$ cat config.mk
export PLATFORM = sky130hd
export DESIGN_NAME = calc_ctrl
export DESIGN_NICKNAME = d
export VERILOG_FILES = /design/src/rtl/calc_pkg.sv /design/src/rtl/btn_debounce.sv /design/src/rtl/calc_ctrl.sv
export SDC_FILE = /design/constraint.sdc
export NUM_CORES = 1
export LEC_CHECK = 0
export BUFFER_PORTS_ARGS = -buffer_cell sky130_fd_sc_hd__buf_2
export CORE_ASPECT_RATIO = 0.7
export CORE_MARGIN = 8
export CORE_UTILIZATION = 60
export DETAILED_ROUTE_END_ITERATION = 8
export GPL_TIMING_DRIVEN = 0
export PLACE_DENSITY = 0.81
export SYNTH_ARGS = -nofsm -noshare
export SYNTH_HDL_FRONTEND = slang
export SYNTH_SLANG_ARGS = --single-unit
$ cat constraint.sdc
create_clock -name clk -period 2.6 [get_ports clk]
set_input_delay 0.52 -clock clk [delete_from_list [all_inputs] [get_ports clk]]
set_output_delay 0.52 -clock clk [all_outputs]
set_load 0.005 [all_outputs]
$ cat src/rtl/calc_pkg.sv
// Shared types and defaults for the calculator controller: FSM states, command
// encoding, button indices and the command priority resolver.
package calc_pkg;

    localparam int DB_CYCLES_DEFAULT = 240000;
    localparam int NUM_BTNS          = 4;

    localparam int BTN_LOAD = 0;
    localparam int BTN_ADD  = 1;
    localparam int BTN_SUB  = 2;
    localparam int BTN_SHOW = 3;

    typedef enum logic [1:0] {
        IDLE,
        EXEC,
        HOLD
    } state_t;

    typedef enum logic [2:0] {
        CMD_NONE,
        CMD_LOAD,
        CMD_ADD,
        CMD_SUB,
        CMD_SHOW
    } cmd_t;

    // Coincident pulses collapse to the single highest-priority command.
    function automatic cmd_t resolve_cmd(input logic [NUM_BTNS-1:0] pulses);
        cmd_t cmd;
        if (pulses[BTN_LOAD])      cmd = CMD_LOAD;
        else if (pulses[BTN_SUB])  cmd = CMD_SUB;
        else if (pulses[BTN_ADD])  cmd = CMD_ADD;
        else if (pulses[BTN_SHOW]) cmd = CMD_SHOW;
        else                       cmd = CMD_NONE;
        return cmd;
    endfunction

endpackage

$ cat src/rtl/btn_debounce.sv
// Two-flop synchronizer, stability counter and debounced level for one raw
// button; emits a single-cycle pulse when the debounced level rises.
module btn_debounce
    import calc_pkg::*;
#(
    parameter int DB_CYCLES = DB_CYCLES_DEFAULT
) (
    input  logic clk,
    input  logic rst_n,
    input  logic btn_raw,
    output logic rise
);

    localparam int CNT_W = (DB_CYCLES > 1) ? $clog2(DB_CYCLES) : 1;
    localparam logic [CNT_W-1:0] CNT_LAST = CNT_W'(DB_CYCLES - 1);

    logic [1:0]       sync_reg;
    logic [CNT_W-1:0] cnt_reg;
    logic             level_reg;
    logic             rise_reg;
    logic             synced;

    assign synced = sync_reg[1];
    assign rise   = rise_reg;

    always_ff @(posedge clk or negedge rst_n) begin
        if (!rst_n) begin
            sync_reg  <= '0;
            cnt_reg   <= '0;
            level_reg <= 1'b0;
            rise_reg  <= 1'b0;
        end else begin
            sync_reg <= {sync_reg[0], btn_raw};
            rise_reg <= 1'b0;
            // Any cycle back at the current level restarts the stability count.
            if (synced == level_reg) begin
                cnt_reg <= '0;
            end else if (cnt_reg == CNT_LAST) begin
                level_reg <= synced;
                cnt_reg   <= '0;
                rise_reg  <= synced;
            end else begin
                cnt_reg <= cnt_reg + 1'b1;
            end
        end
    end

endmodule

$ cat src/rtl/calc_ctrl.sv
// Button-driven 8-bit accumulator: debounced load/add/sub/show commands drive
// an IDLE/EXEC/HOLD controller that also selects what the display shows.
module calc_ctrl
    import calc_pkg::*;
#(
    parameter int DB_CYCLES = DB_CYCLES_DEFAULT
) (
    input  logic       clk,
    input  logic       rst_n,
    input  logic       btn_load,
    input  logic       btn_add,
    input  logic       btn_sub,
    input  logic       btn_show,
    input  logic [7:0] sw,
    output logic [7:0] acc,
    output logic [7:0] disp_value,
    output logic       disp_sel_acc,
    output logic       carry,
    output logic       borrow,
    output logic       op_done
);

    logic [NUM_BTNS-1:0] btn_raw;
    logic [NUM_BTNS-1:0] btn_rise;

    assign btn_raw[BTN_LOAD] = btn_load;
    assign btn_raw[BTN_ADD]  = btn_add;
    assign btn_raw[BTN_SUB]  = btn_sub;
    assign btn_raw[BTN_SHOW] = btn_show;

    generate
        for (genvar gi = 0; gi < NUM_BTNS; gi++) begin : g_btn
            btn_debounce #(
                .DB_CYCLES(DB_CYCLES)
            ) u_debounce (
                .clk    (clk),
                .rst_n  (rst_n),
                .btn_raw(btn_raw[gi]),
                .rise   (btn_rise[gi])
            );
        end
    endgenerate

    logic [7:0] sw_meta_reg;
    logic [7:0] sw_sync_reg;

    always_ff @(posedge clk or negedge rst_n) begin
        if (!rst_n) begin
            sw_meta_reg <= '0;
            sw_sync_reg <= '0;
        end else begin
            sw_meta_reg <= sw;
            sw_sync_reg <= sw_meta_reg;
        end
    end

    cmd_t cmd;
    logic is_arith;

    assign cmd      = resolve_cmd(btn_rise);
    assign is_arith = (cmd == CMD_LOAD) || (cmd == CMD_ADD) || (cmd == CMD_SUB);

    state_t     state_reg;
    cmd_t       op_reg;
    logic [7:0] operand_reg;
    logic [7:0] acc_reg;
    logic       carry_reg;
    logic       borrow_reg;
    logic       op_done_reg;
    logic       sel_reg;

    always_ff @(posedge clk or negedge rst_n) begin
        if (!rst_n) begin
            state_reg   <= IDLE;
            op_reg      <= CMD_NONE;
            operand_reg <= '0;
            acc_reg     <= '0;
            carry_reg   <= 1'b0;
            borrow_reg  <= 1'b0;
            op_done_reg <= 1'b0;
            sel_reg     <= 1'b0;
        end else begin
            op_done_reg <= 1'b0;
            case (state_reg)
                IDLE: begin
                    if (is_arith) begin
                        op_reg    <= cmd;
                        state_reg <= EXEC;
                    end else if (cmd == CMD_SHOW) begin
                        sel_reg <= ~sel_reg;
                    end
                end
                EXEC: begin
                    // Commands arriving now are dropped; the operand is sampled here.
                    operand_reg <= sw_sync_reg;
                    op_done_reg <= 1'b1;
                    sel_reg     <= 1'b1;
                    state_reg   <= HOLD;
                    case (op_reg)
                        CMD_LOAD: begin
                            acc_reg    <= sw_sync_reg;
                            carry_reg  <= 1'b0;
                            borrow_reg <= 1'b0;
                        end
                        CMD_ADD: begin
                            {carry_reg, acc_reg} <= {1'b0, acc_reg} + {1'b0, sw_sync_reg};
                            borrow_reg <= 1'b0;
                        end
                        CMD_SUB: begin
                            acc_reg    <= acc_reg - sw_sync_reg;
                            borrow_reg <= (sw_sync_reg > acc_reg);
                            carry_reg  <= 1'b0;
                        end
                        default: ;
                    endcase
                end
                HOLD: begin
                    if (is_arith) begin
                        op_reg    <= cmd;
                        state_reg <= EXEC;
                    end else if (sw_sync_reg != operand_reg) begin
                        sel_reg   <= 1'b0;
                        state_reg <= IDLE;
                    end else if (cmd == CMD_SHOW) begin
                        sel_reg <= ~sel_reg;
                    end
                end
                default: state_reg <= IDLE;
            endcase
        end
    end

    assign acc          = acc_reg;
    assign carry        = carry_reg;
    assign borrow       = borrow_reg;
    assign op_done      = op_done_reg;
    assign disp_sel_acc = sel_reg;
    assign disp_value   = sel_reg ? acc_reg : sw_sync_reg;

endmodule

== After elaboration in Yosys (flattened, before gate mapping) ==
Cells that the tools add are included.

* Bits in registers: 129
* Input port bits: 14
* Output and inout bits: 20
* Word-level logic and storage cells: 114

* Add/sub/neg operators: 6
* $lt $le $gt $ge: 1
* Equal/unequal tests: 22
* Mux-type cells: 34
* Bitwise operators: 5
* Reductions and logical operators: 20

{| class="wikitable"
|+ Operator list
! cell !! number
|-
| two-way mux 18 bit || 8
|-
| adder 18 x 1 -> 18 bit (second input constant) || 4
|-
| == test 18 bit (second input constant) || 4
|-
| one-hot mux 8 bit (3 select lines) || 1
|-
| AND reduction 2 bit || 9
|-
| two-way mux 1 bit || 13
|-
| == test 3 x 2 -> 1 bit (second input constant) || 4
|-
| two-way mux 3 bit || 4
|-
| adder 8 x 8 -> 9 bit || 1
|-
| greater-than comparator 8 bit || 1
|-
| two-way mux 8 bit || 1
|-
| != test 8 bit || 1
|-
| subtractor 8 bit || 1
|-
| == test 3 x 1 -> 1 bit (second input constant) || 2
|-
| two-way mux 2 bit || 3
|-
| != test 2 bit (second input constant) || 3
|-
| one-hot mux 2 bit (3 select lines) || 1
|-
| nonzero test 3 bit || 2
|-
| OR reduction 2 bit || 3
|-
| NOT 1 bit || 5
|-
| == test 1 bit || 4
|-
| one-hot mux 1 bit (2 select lines) || 2
|-
| nonzero test 2 bit || 2
|-
| == test 3 bit (second input constant) || 1
|-
| other kinds (7) || 8
|}

== Depth between registers and ports, before layout ==
Gate-level depths: netlist of run 1.

* Depth in word-level cells: 9
* Depth in mapped cells: 9
* Gate-level depth less buffers: 9

== Cells and area by module ==
Synthesis of run 1 repeated with hierarchy kept, for this count alone.

* Cells, all modules: 649
* Area total of the unflattened synthesis: 6760.2 um^2

{| class="wikitable"
|+ Modules (own cells, without submodules)
! module !! times used !! cells an instance !! area an instance (um^2) !! sequential area each (um^2)
|-
| btn_debounce || 4 || 101 || 1083.5 || 550.5
|-
| calc_ctrl || 1 || 245 || 2426.1 || 1026.0
|}

== Least setup slack after synthesis of run 1 ==
OpenSTA, ideal clock, no wires.

* Kind: reg2reg
* Start: register sw_sync_reg[0]
* End: register acc_reg[6], in the netlist acc[6]
* Library setup time: 0.118 ns
* Data arrival time: 1.945 ns
* Data required time: 2.482 ns
* Slack: 0.537 ns
* Cell stages (with the launch flop): 10
* Path buffers: 0
* Clock period less this slack: 2.063 ns
* Cells stage by stage: dfrtp_1 > ha_1 > inv_1 > fa_1 > o21bai_1 > nand2_1 > a21oi_1 > nor2_1 > a221o_1 > a21o_1

* Word-level cells in the longest chain between the ends: 2
* Elaborated cells on any way between the ends: 3
* Those cells by class: 2 x add/sub; 1 x mux

{| class="wikitable"
|+ RTL lines
! item !! RTL line !! source
|-
| start, declared || calc_ctrl.sv:45 || <nowiki>logic [7:0] sw_sync_reg;</nowiki>
|-
| start signal, assigned || calc_ctrl.sv:53 || <nowiki>sw_sync_reg <= sw_meta_reg;</nowiki>
|-
| subtractor 8 bit or adder 8 x 8 -> 9 bit (tied branches) || calc_ctrl.sv:110, calc_ctrl.sv:106 ||
|-
| one-hot mux 8 bit (3 select lines) (*) || calc_ctrl.sv:99 || <nowiki>case (op_reg)</nowiki>
|-
| end signal, assigned || calc_ctrl.sv:101 || <nowiki>acc_reg <= sw_sync_reg;</nowiki>
|-
| end signal, assigned || calc_ctrl.sv:106 || <nowiki>{carry_reg, acc_reg} <= {1'b0, acc_reg} + {1'b0, sw_sync_reg};</nowiki>
|-
| end signal, assigned || calc_ctrl.sv:110 || <nowiki>acc_reg <= acc_reg - sw_sync_reg;</nowiki>
|-
| end, declared || calc_ctrl.sv:66 || <nowiki>logic [7:0] acc_reg;</nowiki>
|}

Mark *: on every way between the ends. The rest lies on a longest branch, timed or not.
A chain may end at the register's enable or synchronous reset.

== Worst setup path after layout of run 1 ==
* Start: register state_reg[1]
* End: register acc_reg[4], in the netlist acc[4]

* Word-level cells in the longest chain between the ends: 2

{| class="wikitable"
|+ RTL lines
! item !! RTL line !! source
|-
| start, declared || calc_ctrl.sv:63 || <nowiki>state_t state_reg;</nowiki>
|-
| start signal, assigned || calc_ctrl.sv:74 || <nowiki>state_reg <= IDLE;</nowiki>
|-
| start signal, assigned || calc_ctrl.sv:88 || <nowiki>state_reg <= EXEC;</nowiki>
|-
| start signal, assigned || calc_ctrl.sv:98 || <nowiki>state_reg <= HOLD;</nowiki>
|-
| == test 2 x 1 -> 1 bit || calc_ctrl.sv:84 || <nowiki>case (state_reg)</nowiki>
|-
| AND reduction 2 bit (no source line) || - ||
|}

Every way passes these cells.

==> results_dict.tcl, run 1 <==
set metrics [dict create \
    area_delta_synth_final_pct 14.9 \
    grt_max_degree 84 \
    synth.area.top_cells "dfrtp_1 51%, xor2_1 7.7%, nor2_1 5.0%" \
    rsz0062_at_grt "no" \
    io_pins 34 \
    critical_path_arrival_ns 2.66 \
    tritoncts "built" \
    worst-path-max-fanout 10 \
    worstPathRequired_ns 2.90 \
    postCtsSetupBuffers 0 \
    start_util_pct 61.5 \
    placedCellCount 776 \
    largest_reg_flops 72 \
    worstMarginPinSlew_ns 0.582 \
    final_util_pct 70.6 \
    synth_seq_cells 129 \
    placement_rows 31 \
    vias 4740 \
    cts_resized 0 \
    antenna_found_initial 0 \
    cpPeakStageDelay_ns 0.42 \
    cp-start-kind "flip-flop" \
    yosysTopAreaCell "dfrtp_1" \
    wl_met2_um 6690 \
    drt_wl_total_um 13700 \
    max_cap_violations 0 \
    fin_crit_sh_pct 90.9 \
    ant_nets 0 \
    htreeDepth 4 \
    p_per_area_nw_per_um2 630 \
    peakVddDrop_mv 0.506 \
    hold_class "in -> async" \
    setup_viol 0 \
    post_synth_num_cell_types 58 \
    dr.pass1.iters 5 \
    cts.clk_slew.worst_paths_ns 0.06 \
    syn_area_per_cell_um2 10.4 \
    grt_pass1_vias 4846 \
    max_slew_margin_pct 60.8 \
    syn_area_um2 6370 \
    final_cells 808 \
    cpMaxStageDelayCell "dfrtp_1" \
    final_cell_area_um2 7320 \
    die_area_um2 14200 \
    die_width_um 139 \
    cts_hold_buf 0 \
    clock-sinks 129 \
    path_class "reg -> reg" \
    hold_viol_final 0 \
    place.gp.congestion 0.867 \
    die_h_um 102 \
    overflow 0 \
    drt_iter0_markers 348 \
    grtUsageTotal_pct 20.1 \
    vias_per_cell 5.87 \
    synth-async-reset-ratio_pct 100 \
    path_common_cell "o21ai_0" \
    wire_per_inst_um 16.9 \
    cts_buffer_depth 2 \
    clk_latency_ns 0.42 \
    yosysWarnings 0 \
    status "completed" \
    grt_pass1_wl_um 23000 \
    slew_violations 0 \
    wl_met3_um 794 \
    fmax_mhz 423 \
    synth_ff_type "dfrtp_1" \
    highest_layer "met4" \
    path_cells "inv_1, ha_1, nor2b_1, o21ai_0, clkbuf_1, a221oi_1, o21ai_0" \
    fin_crit_ns 2.36 \
    fin_skew_ns 0.00713 \
    drive_gt1_share_pct 15.1 \
    diodes 0 \
    synth.net_count 651 \
    remaining_drc_errors 0 \
    met1_length_um 6020 \
    yosysSeqAreaShare_pct 50.7 \
    core_um2 10400 \
    power.total_uw 4610 \
    p_leak_uw 0.00345 \
    cts-root-buf "clkbuf_16" \
    synth_top_area_share_pct 50.7 \
    nets 704 \
    synth_edf_count 0 \
    dp_hpwl_um 8970 \
    io_buffers 33 \
    syn_inst 610 \
    end_kind "flip-flop" \
    cts_buffers 17 \
    place_area_um2 6730 \
]
-- cell usage in the layout, fill, tap and decap left out, drive strengths merged, types with 6 or more instances in the layout --
| cell | count |
|---|---|
| dfrtp | 129 |
| nor2 | 85 |
| xor2 | 56 |
| buf | 46 |
| nand2 | 42 |
| nand3 | 34 |
| clkbuf | 26 |
| o21ai | 25 |
| ha | 25 |
| xnor2 | 22 |
| inv | 21 |
| and3 | 20 |
| mux2 | 13 |
| nand4 | 13 |
| a21oi | 12 |
| and4 | 10 |
| nor3 | 9 |
| nand2b | 7 |
| and2 | 6 |
| a211oi | 6 |
-- path summary, 6_finish.rpt --
path | start | endpoint | slack [ns] | depth (start not counted)
max | state_reg[1]$_DFFE_PN0P_ | acc[4]$_DFFE_PN0P_ | 0.24 | 7
min | rst_n | g_btn[1].u_debounce.cnt_reg[7]$_DFF_PN0_ | 0.03 | 1
max reg2reg | state_reg[1]$_DFFE_PN0P_ | acc[4]$_DFFE_PN0P_ | 0.24 | 7
min reg2reg | g_btn[1].u_debounce.sync_reg[0]$_DFF_PN0_ | g_btn[1].u_debounce.sync_reg[1]$_DFF_PN0_ | 0.34 | 0
max in group asynchronous | rst_n | acc[7]$_DFFE_PN0P_ | 1.82 | 2
min in group clk | sw[4] | sw_meta_reg[4]$_DFF_PN0_ | 0.20 | 1
-- worst max-delay path, delay by kind of cell, from the launching register on --
| family | cells | cell delay [ns] |
|---|---|---|
| buf+inv | 2 | 0.46 |
| fa+ha+maj | 1 | 0.24 |
| simple gates | 1 | 0.40 |
| flops | 1 | 0.42 |
| compound gates | 3 | 0.73 |
-- where the power goes --
group,total (µW),switching [µW],internal (µW),leakage (µW)
Combinational,171,106,65.1,0.00144
Clock,2360,937,1420,0.000274
Sequential,2080,39.1,2040,0.00173
-- stage by stage --
step	setup TNS (ns)	setup WS (ns)	hold slack [ns]
2_1_floorplan	0	0.537	0.224
3_3_place_gp	-77.34	-0.611	0.333
3_5_place_dp	0	0.267	0.335
4_1_cts	0	0.169	0.0366
5_1_grt	0	0.0531	0.0666
6_report	0	0.236	0.0314
-- cells in the mapped netlist (4+ instances only) --
library cell / n
and4_1: 10
a211oi_1: 6
nand2_1: 38
clkbuf_1: 9
a21oi_1: 11
xnor2_1: 22
dfrtp_1: 129
inv_1: 18
o21ai_0: 25
buf_2: 6
nand4_1: 11
and3_1: 18
and2_1: 6
buf_4: 4
nand3_1: 34
nand2_2: 4
o21a_1: 5
nand2b_1: 7
ha_1: 25
xor2_1: 56
mux2_2: 13
nor3_1: 9
nor2_1: 85
nor2b_1: 4
-- per-layer routing --
layer / up-vias / GRT usage [%]
met2: 145 / 34.7
li1: 2205 / -
met4: 0 / 8.14
met5: - / 0
met1: 2372 / 24.3
met3: 18 / 4.90
-- kinds of logic (layout without fill, tap and decap cells) --
kind of cell | count (synthesis) | after routing | share of synthesized area [%]
AND/OR/NAND/NOR | 249 | 249 | 20.1
flip-flops | 129 | 129 | 50.7
XOR/XNOR | 78 | 78 | 10.7
AO/OA/AOI/OAI | 73 | 73 | 7.41
buffers and inverters | 39 | 105 | 2.89
adder cells (fa/ha/maj) | 27 | 27 | 5.54
multiplexers | 15 | 15 | 2.61
-- cell type report --
cell class              count  area (µm²)
repair buffers             34         199
fillers                   728        3040
well taps                 132         165
clock inverters            15         159
plain buffers              21         118
flip-flops and latches    129        3230
multi-input cells         442        2950
inverters                  18        67.6
clock buffers              17         425
No activity file was read; power rests on OpenSTA's default activity.
==> run 2: changes to the inputs <==
- MAX_ROUTING_LAYER: not set -> met4
==> run 2 against run 1 <==
Combinational power about the same; critical path depth increased by 2; count of clock-buffer cells in the layout increased by 7.
==> results_dict.tcl, run 2 (same netlist as run 1, synthesis figures left out) <==
set metrics [dict create \
    status "completed" \
    fin_crit_ns 2.30 \
    critical_path_arrival_ns 2.60 \
    hold_viol_final 0 \
    cpMaxStageDelayCell "dfrtp_1" \
    slew_violations 0 \
    r2r_slack_ns 0.30 \
    clock-sinks 129 \
    cts.clk_slew.worst_paths_ns 0.05 \
    p_int_uw 3840 \
    max_slew_margin_pct 61.1 \
    r2r_cells 9 \
    antenna_found_initial 0 \
    peakVddDrop_mv 0.492 \
    cp-endpoint "acc[6]$_DFFE_PN0P_" \
    remaining_drc_errors 0 \
    worstPathRequired_ns 2.90 \
    fmax_mhz 434 \
    whs_ns 0.0737 \
    grtUsageTotal_pct 20.3 \
    rsz0062_at_grt "no" \
    cts-root-buf "clkbuf_16" \
    cts_buffers 17 \
    path_class "reg -> reg" \
    pwr-share-comb_pct 3.6 \
    clk_latency_ns 0.41 \
    htreeDepth 4 \
    fin_crit_sh_pct 88.5 \
    cp-start-kind "flip-flop" \
    overflow 0 \
    placement_rows 31 \
    sw_frac_of_total_pct 20.4 \
    die_h_um 102 \
    drt_wl_total_um 12900 \
    p_per_area_nw_per_um2 654 \
    max_cap_violations 0 \
    worst-path-max-fanout 7 \
    switchingPower_uw 984 \
    wire_per_inst_um 16.0 \
    regToRegEndpoint "acc[6]$_DFFE_PN0P_" \
    worstMarginPinSlew_ns 0.584 \
    power.total_uw 4830 \
    vias 4613 \
    p_seq_share_pct 43.1 \
    ant_nets 0 \
    dr.pass1.iters 5 \
    n_fill_cell 716 \
    r2r_start "sw_sync_reg[0]$_DFF_PN0_" \
    diodes 0 \
    end_kind "flip-flop" \
    drt_iter0_markers 419 \
    clkPwrFrac_pct 53.3 \
    die_area_um2 14200 \
    io_buffers 33 \
    tritoncts "built" \
    fin_skew_ns 0.00867 \
    drive_gt1_share_pct 14.7 \
    grt_pass1_vias 4726 \
    place.gp.congestion 0.874 \
    setup_viol 0 \
    core_um2 10400 \
    nets 703 \
    cts_buffer_depth 2 \
    dp_hpwl_um 8550 \
    cpPeakStageDelay_ns 0.45 \
    largest_reg_flops 72 \
    path_cells "ha_1, inv_1, fa_1, o21bai_1, nand2_1, a21oi_1, nor2_1, a221o_1, a21o_1" \
    die_width_um 139 \
    grt_max_degree 76 \
    p_leak_uw 0.00348 \
    start_util_pct 61.5 \
    hold_class "in -> async" \
    area_delta_synth_final_pct 15.8 \
    grt_pass1_wl_um 22500 \
    crit_path_start "sw_sync_reg[0]$_DFF_PN0_" \
    most-common-layout-cells "129 x dfrtp_1, 85 x nor2_1, 56 x xor2_1, 38 x nand2_1, 38 x buf_2" \
    vias_per_cell 5.72 \
    mostFrequentLayoutCell "dfrtp_1" \
    io_pins 34 \
    tns_ns 0 \
]
run 2: layout make-up:
type / count / area (µm²) / area share [%]
Clock inverter: 8 / 146 / 1.99
Timing Repair Buffer: 34 / 199 / 2.70
Multi-Input combinational cell: 442 / 2950 / 40.1
Tap cell: 132 / 165 / 2.24
Buffer: 20 / 113 / 1.53
Sequential cell: 129 / 3230 / 43.8
Inverter: 18 / 67.6 / 0.916
Clock buffer: 24 / 502 / 6.80
run 2: worst max-delay path: cells and delay by family, from the launching register on:
| kind | cells | cell delay (ns) |
|---|---|---|
| adder cells (fa/ha/maj) | 2 | 0.58 |
| flip-flops | 1 | 0.45 |
| AO/OA/AOI/OAI | 4 | 0.93 |
| AND/OR/NAND/NOR | 2 | 0.17 |
| buffers and inverters | 1 | 0.06 |
run 2: routing by layer:
layer | routed length (µm) | GRT usage [%] | up-vias
met5 | 0 | - | -
met4 | 181 | 8.14 | 0
met3 | 602 | 5.41 | 23
met2 | 6130 | 32.2 | 121
met1 | 5960 | 24.7 | 2262
li1 | - | - | 2207
run 2: power groups by stage:
stage | logic, µW | clock network [µW] | registers, µW
2_1_floorplan | 89.8 | 0 | 2100
3_3_place_gp | 160 | 0 | 2110
3_5_place_dp | 172 | 0 | 2110
4_1_cts | 177 | 2610 | 2080
5_1_grt | 199 | 2710 | 2080
6_report | 173 | 2570 | 2080
run 2: worst min-delay path by stage:
| stage | from | to | slack, ns |
|---|---|---|---|
| floorplan | rst_n | acc[0]$_DFFE_PN0P_ | 0.22 |
| global route | rst_n | g_btn[1].u_debounce.cnt_reg[10]$_DFF_PN0_ | 0.11 |
| CTS | rst_n | g_btn[1].u_debounce.cnt_reg[11]$_DFF_PN0_ | 0.08 |
| global placement | sw_meta_reg[0]$_DFF_PN0_ | sw_sync_reg[0]$_DFF_PN0_ | 0.33 |
| finish | rst_n | g_btn[1].u_debounce.cnt_reg[11]$_DFF_PN0_ | 0.07 |
| detailed placement | sw_meta_reg[4]$_DFF_PN0_ | sw_sync_reg[4]$_DFF_PN0_ | 0.34 |
run 2: timing repair:
item | CTS | global route
buffers inserted | 0 | 0
hold buffers | 0 | 0
gates resized for setup | 0 | 1
endpoints found under the setup margin | 0 | 1
run 2: metrics by stage:
step,instances,area [µm²],setup slack (ns),utilization (%)
floorplan,610,6370,0.537,-
global placement,775,6700,-0.614,64.7
detailed placement,776,6730,0.312,65.0
CTS,808,7380,0.195,71.2
global route,807,7370,0.0999,71.2
finish,807,7370,0.298,71.2
==> run 3: changes to the inputs <==
--- a/config.mk
+++ b/config.mk
@@ -10,3 +10,3 @@
 export CORE_MARGIN = 8
-export CORE_UTILIZATION = 60
+export CORE_UTILIZATION = 45
 export DETAILED_ROUTE_END_ITERATION = 8
@@ -14,3 +14,3 @@
 export MAX_ROUTING_LAYER = met4
-export PLACE_DENSITY = 0.81
+export PLACE_DENSITY = 0.65
 export SYNTH_ARGS = -nofsm -noshare
==> constraint.sdc (replaced) <==
create_clock -name clk -period 2.6 [get_ports clk]
set_input_delay 0.39 -clock clk [delete_from_list [all_inputs] [get_ports clk]]
set_output_delay 0.39 -clock clk [all_outputs]
set_load 0.005 [all_outputs]
==> run 3 against run 2 <==
Via count fell by 1.8%; design area rose by 1.0%; clock skew barely moved; power fell by 1.2%; wire length fell by 1.6%; sequential cell count did not move; setup slack got worse by 0.056 ns; first-iteration DRC count fell by 34%; combinational power barely moved; utilization fell by 18 points; sequential share of layout area fell by 0.44 points.
==> results_dict.tcl, run 3 (same netlist as run 1, synthesis figures left out) <==
set metrics [dict create \
    fmax_mhz 424 \
    ant_nets 0 \
    antenna_found_initial 0 \
    diodes 0 \
    tns_ns 0 \
    drive_gt1_share_pct 14.9 \
    hold_class "in -> reg" \
    grt_pass1_vias 4496 \
    fin_crit_sh_pct 90.7 \
    pwr-share-comb_pct 3.6 \
    sw_frac_of_total_pct 21.1 \
    cp-start-kind "flip-flop" \
    clkPwrFrac_pct 52.8 \
    fin_skew_ns 0.00898 \
    drt_wl_total_um 12700 \
    grt_max_degree 75 \
    end_kind "flip-flop" \
    area_delta_synth_final_pct 17.0 \
    slew_violations 0 \
    remaining_drc_errors 0 \
    io_buffers 33 \
    place.gp.congestion 0.886 \
    overflow 0 \
    n_fill_cell 1237 \
    worstMarginPinSlew_ns 0.564 \
    status "completed" \
    dp_hpwl_um 8770 \
    cts.clk_slew.worst_paths_ns 0.06 \
    htreeDepth 4 \
    setup_viol 0 \
    rsz0062_at_grt "no" \
    io_pins 34 \
    hold_viol_final 0 \
    worst-path-max-fanout 7 \
    wire_per_inst_um 14.6 \
    peakVddDrop_mv 0.456 \
    die_width_um 158 \
    p_int_uw 3760 \
    die_h_um 116 \
    p_leak_uw 0.00348 \
    cts-root-buf "clkbuf_16" \
    cts_buffer_depth 2 \
    path_class "reg -> reg" \
    clock-sinks 129 \
    final_cell_area_um2 7450 \
    core_um2 13900 \
    p_per_area_nw_per_um2 640 \
    setup_ws_ns 0.242 \
    drt_iter0_markers 275 \
    max_slew_margin_pct 62.4 \
    most-common-layout-cells "129 x dfrtp_1, 85 x nor2_1, 56 x xor2_1, 38 x nand2_1, 38 x buf_2" \
    grtUsageTotal_pct 15.2 \
    switchingPower_uw 1000 \
    clk_latency_ns 0.40 \
    power.total_uw 4770 \
    placement_rows 36 \
    largest_reg_flops 72 \
    critical_path_arrival_ns 2.65 \
    die_area_um2 18300 \
    final_util_pct 53.7 \
    vias 4532 \
    max_cap_violations 0 \
    mostFrequentLayoutCell "dfrtp_1" \
    place_ws_ns 0.211 \
    grt_pass1_wl_um 21700 \
    postCtsSetupBuffers 0 \
    dr.pass1.iters 4 \
    tritoncts "built" \
    worstPathRequired_ns 2.89 \
    vias_per_cell 5.23 \
    p_seq_share_pct 43.6 \
    fin_crit_ns 2.36 \
    nets 705 \
    place_area_um2 6800 \
    cts_buffers 17 \
    start_util_pct 45.9 \
]
## run 3: cell count changes in the layout (fill, tap and decap cells not counted)
cell	change
nor2b_2	+1
dlygate4sd3_1	+1
clkinv_4	+4
nor2b_1	-1
buf_1	-1
clkbuf_8	-3
## run 3: stage by stage
step	hold slack [ns]	std cells
floorplan	0.0944	610
global placement	0.335	833
detailed placement	0.335	834
CTS	0.0760	866
global route	0.0733	866
finish	0.0927	866
## run 3: critical path, stage by stage, from the launching register on
cell      delay, ns
dfrtp_1        0.48
ha_1           0.19
inv_1          0.06
fa_1           0.40
o21bai_1       0.26
nand2_1        0.08
a21oi_1        0.15
nor2_1         0.09
a221o_1        0.36
a21o_1         0.18
## run 3: final cells by class
class / instances / area [µm²] / share of cell area, %
Buffer: 21 / 116 / 1.56
Clock buffer: 19 / 453 / 6.08
Clock inverter: 12 / 181 / 2.44
Inverter: 18 / 67.6 / 0.907
Multi-Input combinational cell: 442 / 2960 / 39.7
Sequential cell: 129 / 3230 / 43.3
Tap cell: 190 / 238 / 3.19
Timing Repair Buffer: 35 / 209 / 2.80
## run 3: path summary, 6_finish.rpt
kind / from / end / slack [ns] / cells after the start
setup reg to reg: sw_sync_reg[0]$_DFF_PN0_ / acc[6]$_DFFE_PN0P_ / 0.24 / 9
min in group asynchronous: rst_n / acc[1]$_DFFE_PN0P_ / 0.52 / 2
hold / removal: btn_load / g_btn[0].u_debounce.sync_reg[0]$_DFF_PN0_ / 0.09 / 1
setup / recovery: sw_sync_reg[0]$_DFF_PN0_ / acc[6]$_DFFE_PN0P_ / 0.24 / 9
hold reg to reg: g_btn[1].u_debounce.sync_reg[0]$_DFF_PN0_ / g_btn[1].u_debounce.sync_reg[1]$_DFF_PN0_ / 0.35 / 0
max in group asynchronous: rst_n / op_reg[2]$_DFFE_PN0P_ / 1.35 / 3
## run 3: power by group through the flow
stage               Combinational [µW]  Sequential [µW]  Clock [µW]
global placement                   162             2110           0
global route                       199             2080        2650
floorplan                         89.8             2100           0
finish                             171             2080        2520
CTS                                176             2080        2580
detailed placement                 173             2110           0
## run 3: repair_timing
| item | CTS | global route |
|---|---|---|
| endpoints found under the setup margin | 0 | 2 |
| hold endpoints to repair | 55 | 0 |
| gates resized for setup | 0 | 1 |
| hold buffers | 1 | 0 |
## run 3: metal layers
metal / vias to the layer above / track usage, % / share of wire [%]
li1: 2216 / - / -
met1: 2226 / 20.4 / 50
met2: 78 / 22.6 / 45
met3: 12 / 3.09 / 4.4
met4: 0 / 5.13 / 0.92
met5: - / - / 0
